--- src/rtl/reg_transfer_unit.sv ---
// reg_transfer_unit: 16-entry register file executing sequencer moves through a
// capture/writeback pipeline with forwarding. Define REG_TRANSFER_FLAGS_EN for N/Z/C flags.
module reg_transfer_unit #(
  parameter int         DATA_W   = 16,
  parameter logic [3:0] OUT_ADDR = 4'hF
) (
  input  logic              clk,
  input  logic              rst_n,
  input  logic              mov_enable,
  input  logic [3:0]        reg_addr_from,
  input  logic [3:0]        reg_addr_to,
  input  logic [DATA_W-1:0] operand,
  output logic [DATA_W-1:0] out_data,
  output logic              out_valid,
  output logic [2:0]        flags,
  input  logic [3:0]        dbg_addr,
  output logic [DATA_W-1:0] dbg_data
);

  localparam logic [3:0] SRC_IMM = 4'hA;
  localparam logic [3:0] SRC_ALU = 4'hD;
  localparam logic [3:0] ALU_A   = 4'hB;
  localparam logic [3:0] ALU_B   = 4'hC;

  localparam logic [3:0] OP_ADD = 4'd0;
  localparam logic [3:0] OP_SUB = 4'd1;
  localparam logic [3:0] OP_AND = 4'd2;
  localparam logic [3:0] OP_OR  = 4'd3;
  localparam logic [3:0] OP_XOR = 4'd4;
  localparam logic [3:0] OP_NOT = 4'd5;

  logic [DATA_W-1:0] regs_q [16];

  logic              wb_valid_q;
  logic [3:0]        wb_addr_q;
  logic [DATA_W-1:0] wb_data_q;
  logic [DATA_W-1:0] wb_data_d;
  logic [DATA_W-1:0] out_data_q;
  logic              out_valid_q;
  logic              out_hit;

  logic [DATA_W-1:0] rd_view [16];
  logic [DATA_W-1:0] alu_a;
  logic [DATA_W-1:0] alu_b;
  logic [DATA_W:0]   alu_wide;
  logic [DATA_W-1:0] alu_res;

  // Capture-stage view of the register file: a pending writeback overrides the stored value.
  for (genvar gi = 0; gi < 16; gi++) begin : g_fwd
    assign rd_view[gi] = (wb_valid_q && (wb_addr_q == 4'(gi))) ? wb_data_q : regs_q[gi];
  end

  assign alu_a = rd_view[ALU_A];
  assign alu_b = rd_view[ALU_B];

  // Bit DATA_W of alu_wide is the carry for ADD and the borrow (A<B) for SUB, zero otherwise.
  always_comb begin
    alu_wide = '0;
    unique case (operand[3:0])
      OP_ADD:  alu_wide = {1'b0, alu_a} + {1'b0, alu_b};
      OP_SUB:  alu_wide = {1'b0, alu_a} - {1'b0, alu_b};
      OP_AND:  alu_wide = {1'b0, alu_a & alu_b};
      OP_OR:   alu_wide = {1'b0, alu_a | alu_b};
      OP_XOR:  alu_wide = {1'b0, alu_a ^ alu_b};
      OP_NOT:  alu_wide = {1'b0, ~alu_a};
      default: alu_wide = {1'b0, alu_a};
    endcase
  end

  assign alu_res = alu_wide[DATA_W-1:0];

  always_comb begin
    wb_data_d = rd_view[reg_addr_from];
    if (reg_addr_from == SRC_IMM) begin
      wb_data_d = operand;
    end else if (reg_addr_from == SRC_ALU) begin
      wb_data_d = alu_res;
    end
  end

  assign out_hit = wb_valid_q && (wb_addr_q == OUT_ADDR);

  always_ff @(posedge clk) begin
    if (!rst_n) begin
      wb_valid_q  <= 1'b0;
      wb_addr_q   <= '0;
      wb_data_q   <= '0;
      out_data_q  <= '0;
      out_valid_q <= 1'b0;
    end else begin
      wb_valid_q  <= mov_enable;
      if (mov_enable) begin
        wb_addr_q <= reg_addr_to;
        wb_data_q <= wb_data_d;
      end
      out_valid_q <= out_hit;
      if (out_hit) begin
        out_data_q <= wb_data_q;
      end
    end
  end

  always_ff @(posedge clk) begin
    if (!rst_n) begin
      for (int i = 0; i < 16; i++) begin
        regs_q[i] <= '0;
      end
    end else if (wb_valid_q) begin
      regs_q[wb_addr_q] <= wb_data_q;
    end
  end

`ifdef REG_TRANSFER_FLAGS_EN
  logic       wb_alu_q;
  logic [2:0] wb_flags_q;
  logic [2:0] flags_q;
  logic [2:0] flags_d;

  assign flags_d = {alu_res[DATA_W-1], (alu_res == '0), alu_wide[DATA_W]};

  // Flags travel with the move and commit only when an ALU move reaches writeback.
  always_ff @(posedge clk) begin
    if (!rst_n) begin
      wb_alu_q   <= 1'b0;
      wb_flags_q <= 3'b000;
      flags_q    <= 3'b000;
    end else begin
      if (mov_enable) begin
        wb_alu_q   <= (reg_addr_from == SRC_ALU);
        wb_flags_q <= flags_d;
      end
      if (wb_valid_q && wb_alu_q) begin
        flags_q <= wb_flags_q;
      end
    end
  end

  assign flags = flags_q;
`else
  logic unused_carry;
  assign unused_carry = alu_wide[DATA_W];
  assign flags        = 3'b000;
`endif

  assign out_data  = out_data_q;
  assign out_valid = out_valid_q;
  assign dbg_data  = regs_q[dbg_addr];

endmodule

--- config.mk ---
export PLATFORM = sky130hd
export DESIGN_NAME = reg_transfer_unit
export DESIGN_NICKNAME = d
export VERILOG_FILES = /design/src/rtl/reg_transfer_unit.sv
export SDC_FILE = /design/constraint.sdc
export NUM_CORES = 1
export LEC_CHECK = 0
export ABC_AREA = 1
export BUFFER_PORTS_ARGS = -buffer_cell sky130_fd_sc_hd__buf_2
export CAP_MARGIN = 40
export CELL_PAD_IN_SITES_DETAIL_PLACEMENT = 1
export CELL_PAD_IN_SITES_GLOBAL_PLACEMENT = 2
export CORE_UTILIZATION = 35
export CTS_BUF_LIST = sky130_fd_sc_hd__clkbuf_8
export DETAILED_ROUTE_END_ITERATION = 6
export HOLD_SLACK_MARGIN = 0.1
export PLACE_DENSITY_LB_ADDON = 0.1
export SLEW_MARGIN = 5
export SYNTH_ARGS = -nofsm -noshare
export SYNTH_HDL_FRONTEND = slang
export SYNTH_SLANG_ARGS = --single-unit
--- constraint.sdc ---
create_clock -name clk -period 3.73 [get_ports clk]
set_clock_uncertainty 0.2 [all_clocks]
set_input_delay 0.746 -clock clk [delete_from_list [all_inputs] [get_ports clk]]
set_output_delay 0.746 -clock clk [all_outputs]
set_load 0.1 [all_outputs]
==> results_dict.tcl, run 1 <==
set metrics [dict create \
    grt_use_met1_pct 45.66 \
    ant_nets 0 \
    clk_latency_ns 0.68 \
    fp.coreArea_um2 50170 \
    setup.worst_path.end_class "register" \
    slew_headroom_pct 37.94 \
    hold_violations 0 \
    synth_top_area_cell "edfxtp_1" \
    vdd_drop_max_v 0.0002568 \
    cp_top_family "simple AND/OR/NAND/NOR gates" \
    cap_violations 0 \
    synth_seq_area_share_pct 47.38 \
    cpMaxStageDelayCell "dfxtp_2" \
    firstDrtPassIters 5 \
    critPathLaunchType "register" \
    grt_pass1_vias 17902 \
    finalMaxSlewViolations 0 \
    tightest_slew_ns 0.9286 \
    drt_wl_total_mm 87.53 \
    die_width_um 227.7 \
    max_stage_delay_ns 0.34 \
    drt_iter0_drc 1797 \
    dp_cells 3045 \
    min-delay-path-class "in2reg" \
    vias 17928 \
    die_h_um 227.7 \
    grt_pass1_wl_mm 125.0 \
    cts_root_buffer "clkbuf_8" \
    io_pins 67 \
    netlist_area_um2 17830 \
    arrival_ns 3.99 \
    cts_tree "yes" \
    dp_hpwl_mm 63.43 \
    synth_async_sr_flop_share_pct 0 \
    synth.distinct_cells 54 \
    final_nets 2526 \
    via_per_inst 5.666 \
    cp_num_buf_inv 6 \
    crit_type "reg2reg" \
    use_met3_pct 6.038 \
    die_area_um2 51860 \
    cts.sinks 294 \
    placed_area_um2 20460 \
    start_util_pct 35.54 \
    synthCells 2239 \
    antenna_found_initial 6 \
    routabilityCongestion 0.9445 \
    cts-buffers-inserted 56 \
    crit_fanout 9 \
    cp_common_cell "nand2_2" \
    grtUsageTotal_pct 33.16 \
    power.leakage_uw 0.009075 \
    synthToLayoutAreaGrowth_pct 23.88 \
    row_count 82 \
    fmax_mhz 273.1 \
    synth_top_area_share_pct 43.11 \
    grt_max_degree 68 \
    htree_levels 2 \
    ys_seq_elements 294 \
    io_buffers 63 \
    fin_cells 3164 \
    grt-ovfl-total 0 \
    nFillCells 6009 \
    clock_path_buffers 3 \
    cts.clk_slew.worst_paths_ns 0.06 \
    drive_gt1_share_pct 20.63 \
    avgSynthCellArea_um2 7.964 \
    ys_warn_count 0 \
    min_period_ns 3.661 \
    synthTopCellsByArea "edfxtp_1, nor2_1, nand2_1, o21ai_0, dfxtp_1" \
    post-route-period-util_pct 98.16 \
    wl_per_cell_um 27.66 \
    busiest_layer "met2" \
    synth_edf_count 256 \
    crit_required_ns 4.06 \
    powerDensity_nw_per_um2 400.4 \
    drcViolationCount 0 \
    status "finished clean" \
    grt_setup_unrepaired "true" \
    ys.flop_type "edfxtp_1" \
    use_met2_pct 50.97 \
    final_area_um2 22090 \
    setup_viol 0 \
]
cell usage in the layout, fill, tap and decap left out, drive strengths merged, types with 2 or more instances in the layout:
master    Yosys  routed
nand2       382     382
nor3          4       4
nand4        39      39
buf          32     288
o22ai        20      20
o21ai       280     280
dfxtp        38      38
a221oi       10      10
a31oi         3       3
clkinv       18      31
conb          1       3
a21o          2       2
nor2        439     439
clkinvlp      0       2
a211oi        3       3
edfxtp      256     256
or2           5       5
clkbuf      108      63
o31ai         4       4
a31o         16      16
ha           47      47
xor2         13      13
bufinv        0       2
inv         179     201
nand3       154     154
a21oi       121     121
a22o          4       4
o221ai       30      30
o2111ai       8       8
o211ai       15      15
worst reg2reg max path, stage by stage (launching register included):
cell	delay, ns
dfxtp_2	0.34
nand2_2	0.09
inv_4	0.09
buf_12	0.12
nand4_1	0.13
nand2_2	0.15
ha_4	0.15
nand2_2	0.06
nor3_4	0.15
nand2_2	0.10
nor3_4	0.15
buf_6	0.13
nand3_4	0.07
buf_6	0.12
o21ai_2	0.13
xor2_1	0.17
ha_1	0.31
buf_6	0.16
a211oi_4	0.25
nand2_2	0.10
inv_2	0.05
nand3_1	0.07
nand3_1	0.07
nand2_1	0.05
nand2_1	0.09
a21oi_2	0.05
registers in the layout (all words and copies together) (netlist names):
register / count
wb_data_q: 16
wb_valid_q: 1
regs_q: 256
wb_addr_q: 4
out_data: 16
out_valid: 1
cell usage after synthesis, drive strengths merged (2+ instances only):
cell type,count
nor2,439
nand2,382
o21ai,280
edfxtp,256
inv,179
nand3,154
a21oi,121
clkbuf,108
ha,47
nand4,39
dfxtp,38
buf,32
o221ai,30
o22ai,20
clkinv,18
a31o,16
o211ai,15
xor2,13
a221oi,10
o2111ai,8
or2,5
a22o,4
nor3,4
o31ai,4
a211oi,3
a31oi,3
a21o,2
what timing repair did:
action | in CTS | in global routing
endpoints found under the setup margin | 9 | 11
buffers inserted | 4 | 14
pin swaps | 18 | 42
gates resized for setup | 30 | 89
hold buffers | 0 | 0
hold endpoints to repair | 0 | 0
cell type report:
class	instances	area, um^2	area share, %
multi-input combinational	1610	8419	38.11
tap	672	840.8	3.806
antenna	1	2.502	0.01133
inverter	197	753.2	3.410
timing repair buffer	288	2524	11.42
sequential	294	8454	38.27
clock inverter	39	229.0	1.037
clock buffer	63	867.1	3.925
final timing paths:
kind | start | to | slack (ns) | depth (start not counted)
max | wb_addr_q[2]$_SDFFE_PN0P_ | wb_data_q[15]$_SDFFE_PN0P_ | 0.07 | 25
max reg2reg | wb_addr_q[2]$_SDFFE_PN0P_ | wb_data_q[15]$_SDFFE_PN0P_ | 0.07 | 25
min | mov_enable | wb_valid_q$_SDFF_PN0_ | 0.13 | 3
min reg2reg | out_data[1]$_SDFFE_PN0P_ | out_data[1]$_SDFFE_PN0P_ | 0.28 | 1
cells by family after synthesis:
kind of cell             after synthesis  synth area share [%]
flip-flops                           294                 47.38
adder cells (fa/ha/maj)               48                 3.410
AND/OR/NAND/NOR                     1024                 23.84
other                                  1               0.02103
XOR/XNOR                              14                0.6876
buffers and inverters                337                 7.543
AO/OA/AOI/OAI                        521                 17.13
layer usage:
layer | vias up | share of wire (%)
met3 | 168 | 6.9
met4 | 10 | 4.5
met5 | - | 0.077
li1 | 8080 | -
met1 | 9051 | 44
met2 | 619 | 44
stage by stage:
stage	power, uW	TNS [ns]	setup slack, ns	hold WS, ns	utilization, %
after floorplan	4697	0	0.2374	0.2576	-
after global placement	5551	-0.5233	-0.1324	0.2648	40.57
after detailed placement	5588	-1.443	-0.2268	0.2679	40.79
after CTS	8782	-0.01201	-0.006231	0.1074	43.21
after global routing	9101	-0.2044	-0.06783	0.1373	44.02
final	8844	0	0.06878	0.1328	44.03
where the power goes:
part | internal [uW] | total, uW | switching [uW] | leakage, uW
sequential | 3700 | 3770 | 73.6 | 0.00296
combinational | 568 | 1870 | 1300 | 0.00547
clock | 1690 | 3200 | 1520 | 0.000650
No activity file was read; power rests on OpenSTA's default activity.
==> run 2: changes to the inputs <==
- PLACE_DENSITY: not set -> 0.85
- PLACE_DENSITY_LB_ADDON: 0.1 -> not set
- SETUP_SLACK_MARGIN: not set -> 0.2
==> run 2 against run 1 <==
  * Maximum frequency shrank 1.6%
  * Wire length shrank 3.6%
  * Clock power is essentially flat
  * Via count grew 2.0%
  * Final cell count shrank 1.8%
  * Critical endpoint is now wb_data_q[12]$_SDFFE_PN0P_
  * Largest power group unchanged
==> results_dict.tcl, run 2 (synthesis results as in run 1) <==
set metrics [dict create \
    status "finished clean" \
    die_area_um2 51860 \
    crit_type "reg2reg" \
    power.leakage_uw 0.008777 \
    vdd_drop_max_v 0.0002168 \
    slew_headroom_pct 40.30 \
    grt_pass1_wl_mm 122.5 \
    min_period_ns 3.720 \
    drt_iter0_drc 2113 \
    grtUsageTotal_pct 31.93 \
    fin_tns_setup_ns 0 \
    clk_latency_ns 0.65 \
    cts_tree "yes" \
    die_width_um 227.7 \
    firstDrtPassIters 5 \
    setup.worst_path.end_class "register" \
    drt_wl_total_mm 84.36 \
    grt-ovfl-total 0 \
    io_pins 67 \
    setup_viol 0 \
    row_count 82 \
    grt_pass1_vias 17924 \
    tightest_slew_ns 0.8933 \
    drcViolationCount 0 \
    io_buffers 63 \
    top_register "regs_q" \
    vias 18292 \
    regArea_um2 8454 \
    min_from "mov_enable" \
    start_util_pct 35.54 \
    nFillCells 6064 \
    drive_gt1_share_pct 18.23 \
    critPathLaunchType "register" \
    routabilityCongestion 0.9622 \
    antenna_found_initial 3 \
    multi_input_area_um2 8325 \
    powerDensity_nw_per_um2 406.2 \
    die_h_um 227.7 \
    crit_fanout 7 \
    finalMaxSlewViolations 0 \
    via_per_inst 5.887 \
    grt_setup_unrepaired "true" \
    htree_levels 2 \
    cts_root_buffer "clkbuf_8" \
    wl_per_cell_um 27.15 \
    post-route-period-util_pct 99.74 \
    p_total_uw 8749 \
    dp_hpwl_mm 60.87 \
    startpoint "wb_addr_q[1]$_SDFFE_PN0P_" \
    cts-buffers-inserted 52 \
    num_antenna_cells 0 \
    final_nets 2474 \
    ant_nets 0 \
    hold_violations 0 \
    fmax_mhz 268.8 \
    layout_commonest_cell "nor2_1" \
    grt_max_degree 68 \
    largest_register_ff_count 256 \
    synthToLayoutAreaGrowth_pct 20.79 \
    fp.coreArea_um2 50170 \
    min-delay-path-class "in2reg" \
    crit_required_ns 4.08 \
    r2r_start "wb_addr_q[1]$_SDFFE_PN0P_" \
    layout_common_cells "nor2_1, nand2_1, edfxtp_1, o21ai_0, inv_1" \
    clock_path_buffers 3 \
    cap_violations 0 \
    cts.sinks 294 \
    cts.clk_slew.worst_paths_ns 0.06 \
    arrival_ns 4.07 \
]
-- run 2: changes by cell type in the layout (fill, tap and decap cells not counted), moves of 4 or more --
cell     change
buf_4       -40
nand2_1     +10
buf_12       -7
nand2_2     -10
nor2_1       +4
nand3_2      +4
-- run 2: critical path, cell delays in order (launching register included) --
cell	delay [ns]
dfxtp_2	0.35
buf_4	0.13
inv_1	0.07
nor2_1	0.38
nand3_1	0.53
nand3_1	0.21
nand2_1	0.07
a21oi_1	0.44
o21ai_1	0.26
a22o_1	0.23
o21ai_1	0.46
nand3_1	0.15
nand2_1	0.09
inv_1	0.04
-- run 2: final timing paths --
| check | endpoint | slack, ns | cells after the start |
|---|---|---|---|
| max reg2reg | wb_data_q[12]$_SDFFE_PN0P_ | 0.01 | 13 |
| min | wb_valid_q$_SDFF_PN0_ | 0.18 | 3 |
| min reg2reg | out_data[8]$_SDFFE_PN0P_ | 0.28 | 1 |
| max | wb_data_q[12]$_SDFFE_PN0P_ | 0.01 | 13 |
-- run 2: per-layer routing --
metal  vias up  GRT usage (%)  share of wire [%]
met1      9155          43.90                 42
met4         2          13.03                4.3
li1       7979              -                  -
met5         -              0              0.011
met2       972          49.87                 45
met3       184          5.150                8.8
-- run 2: final cells by class --
class,instances,area share (%)
multi-input combinational,1610,38.65
inverter,197,3.468
sequential,294,39.25
clock inverter,34,1.139
tap,672,3.904
clock buffer,60,3.834
timing repair buffer,240,9.753
-- run 2: power by group --
group	leakage, uW	internal [uW]	total (uW)	switching, uW
Sequential	0.00296	3700	3780	77.3
Clock	0.000602	1740	3190	1450
Combinational	0.00522	519	1790	1270
-- run 2: through the flow --
step                hold slack [ns]  std cells  util [%]  area, um^2  setup slack [ns]
finish                       0.1825       3107     42.93       21540          0.009580
global placement             0.2689       2995     39.75       19940           -0.1537
global route                 0.1818       3107     42.93       21540           -0.1253
floorplan                    0.2576       2241         -       17840            0.2374
CTS                          0.1415       3100     42.37       21260           0.04248
detailed placement           0.2757       3002     40.03       20090           -0.2410
-- run 2: what timing repair did --
action,in CTS,in global routing
hold buffers,0,0
endpoints found under the setup margin,8,12
endpoints found under the hold margin,0,0
setup buffers,4,7
gates resized for setup,25,62
pin swaps,19,30
==> run 3: changes to the inputs <==
- GPL_ROUTABILITY_DRIVEN: not set -> 0
- REMOVE_ABC_BUFFERS: not set -> 1
==> run 3 against run 2 <==
  * Design area grew 0.86%
  * Sequential power is essentially flat
  * Utilization grew 0.37 points
  * Maximum frequency grew 0.17%
  * Final cell count grew 0.29%
  * Sequential share of layout area shrank 0.34 points
  * Die area is the same
  * Largest power group unchanged
==> results_dict.tcl, run 3 (synthesis results as in run 1) <==
set metrics [dict create \
    status "finished clean" \
    die_width_um 227.7 \
    drive_gt1_share_pct 19.89 \
    io_pins 67 \
    slew_headroom_pct 37.99 \
    clk_latency_ns 0.68 \
    fin_tns_setup_ns 0 \
    dp_hpwl_mm 59.14 \
    wl_per_cell_um 26.95 \
    layout_common_cells "nor2_1, nand2_1, edfxtp_1, o21ai_0, inv_1" \
    cts-buffers-inserted 53 \
    firstDrtPassIters 5 \
    r2r_end "wb_data_q[15]$_SDFFE_PN0P_" \
    setup_slack_ns 0.01604 \
    start_util_pct 35.54 \
    ant_nets 0 \
    powerDensity_nw_per_um2 409.3 \
    pre_cts_slack_ns -0.2033 \
    post-route-period-util_pct 99.57 \
    min_period_ns 3.714 \
    layout_commonest_cell "nor2_1" \
    r2r_start "wb_addr_q[2]$_SDFFE_PN0P_" \
    final_area_um2 21720 \
    reg2regPathDepth 26 \
    row_count 82 \
    min_to "wb_valid_q$_SDFF_PN0_" \
    setup.worst_path.end_class "register" \
    grt_max_degree 61 \
    cts_hold_buf 0 \
    grt_pass1_vias 18232 \
    htree_levels 2 \
    vias 18492 \
    hold_violations 0 \
    power.leakage_uw 0.008828 \
    fmax_mhz 269.3 \
    cts.clk_slew.worst_paths_ns 0.07 \
    hold_depth 3 \
    arrival_ns 4.06 \
    clock_path_buffers 3 \
    final_nets 2478 \
    crit_fanout 6 \
    die_area_um2 51860 \
    synthToLayoutAreaGrowth_pct 21.83 \
    placed_area_um2 19970 \
    crit_type "reg2reg" \
    cap_violations 0 \
    cts.sinks 294 \
    min_from "mov_enable" \
    grt_setup_unrepaired "true" \
    cts_root_buffer "clkbuf_8" \
    setup_viol 0 \
    grt-ovfl-total 0 \
    io_buffers 63 \
    finalMaxSlewViolations 0 \
    grt_pass1_wl_mm 121.3 \
    min-delay-path-class "in2reg" \
    top_register "regs_q" \
    critPathLaunchType "register" \
    die_h_um 227.7 \
    grtUsageTotal_pct 31.53 \
    via_per_inst 5.935 \
    tightest_slew_ns 0.9205 \
    largest_register_ff_count 256 \
    vdd_drop_max_v 0.0002348 \
    antenna_found_initial 2 \
    crit_required_ns 4.08 \
    drcViolationCount 0 \
    cts_tree "yes" \
    fp.coreArea_um2 50170 \
    drt_wl_total_mm 83.98 \
    rrSetupSlack_ns 0.02 \
    drt_iter0_drc 2212 \
    nFillCells 5987 \
]
==> run 3: worst max-delay path by stage <==
stage	from	endpoint	slack [ns]
after detailed placement	operand[2]	wb_data_q[10]$_SDFFE_PN0P_	-0.20
after floorplan	dbg_addr[0]	dbg_data[0]	-0.72
final	wb_addr_q[2]$_SDFFE_PN0P_	wb_data_q[15]$_SDFFE_PN0P_	0.02
after global routing	wb_addr_q[3]$_SDFFE_PN0P_	wb_data_q[13]$_SDFFE_PN0P_	-0.26
after global placement	wb_addr_q[0]$_SDFFE_PN0P_	wb_data_q[15]$_SDFFE_PN0P_	-0.11
after CTS	wb_addr_q[1]$_SDFFE_PN0P_	wb_data_q[15]$_SDFFE_PN0P_	0.12
==> run 3: what timing repair did <==
item | 4_1_cts | 5_1_grt
resized for setup | 43 | 86
endpoints found under the setup margin | 11 | 14
endpoints found under the hold margin | 0 | 0
buffers inserted | 12 | 13
pin swaps | 24 | 42
==> run 3: routing by layer <==
layer / global-route usage (%) / up-vias / share of wire, %
met5: 0 / - / 0.035
met4: 15.75 / 4 / 5.4
met3: 6.875 / 225 / 9.8
met2: 49.09 / 1048 / 45
met1: 41.26 / 9228 / 40
li1: - / 7987 / -
==> run 3: stage by stage <==
stage | std cells | hold WS (ns) | power (uW) | util [%]
2_1_floorplan | 2101 | 0.2584 | 4630 | -
3_3_place_gp | 2985 | 0.2694 | 5444 | 39.60
3_5_place_dp | 2991 | 0.2666 | 5496 | 39.80
4_1_cts | 3102 | 0.1124 | 8789 | 42.45
5_1_grt | 3115 | 0.1279 | 9126 | 43.30
6_report | 3116 | 0.1293 | 8891 | 43.30
==> run 3: critical path, cell delays in order, from the launching register on <==
cell,delay [ns]
dfxtp_2,0.33
nand2_2,0.08
inv_4,0.09
buf_6,0.12
nand4_1,0.14
nand2_2,0.15
ha_4,0.16
nand2_4,0.06
nor3_4,0.20
nand2_2,0.11
nor3_4,0.15
buf_4,0.14
or2_4,0.14
xor2_4,0.17
ha_4,0.24
a21oi_2,0.15
inv_1,0.07
a21oi_1,0.12
nand3_1,0.17
nand2_1,0.13
nand2_2,0.09
inv_2,0.07
nand3_2,0.06
nand3_2,0.07
nand2_1,0.05
nand2_1,0.07
a21oi_2,0.05
==> run 3: power breakdown <==
group	switching [uW]	internal [uW]	total (uW)	leakage, uW
registers	80.1	3700	3780	0.00296
clock network	1530	1780	3300	0.000624
logic	1280	526	1810	0.00525
==> run 3: area by class of cell <==
type	count	area [um^2]	share of cell area, %
multi-input combinational	1610	8457	38.93
sequential	294	8453	38.91
timing repair buffer	243	2106	9.693
tap	672	840.8	3.870
clock buffer	61	839.6	3.865
inverter	197	747.0	3.438
clock inverter	38	279.0	1.284
antenna	1	2.502	0.01152
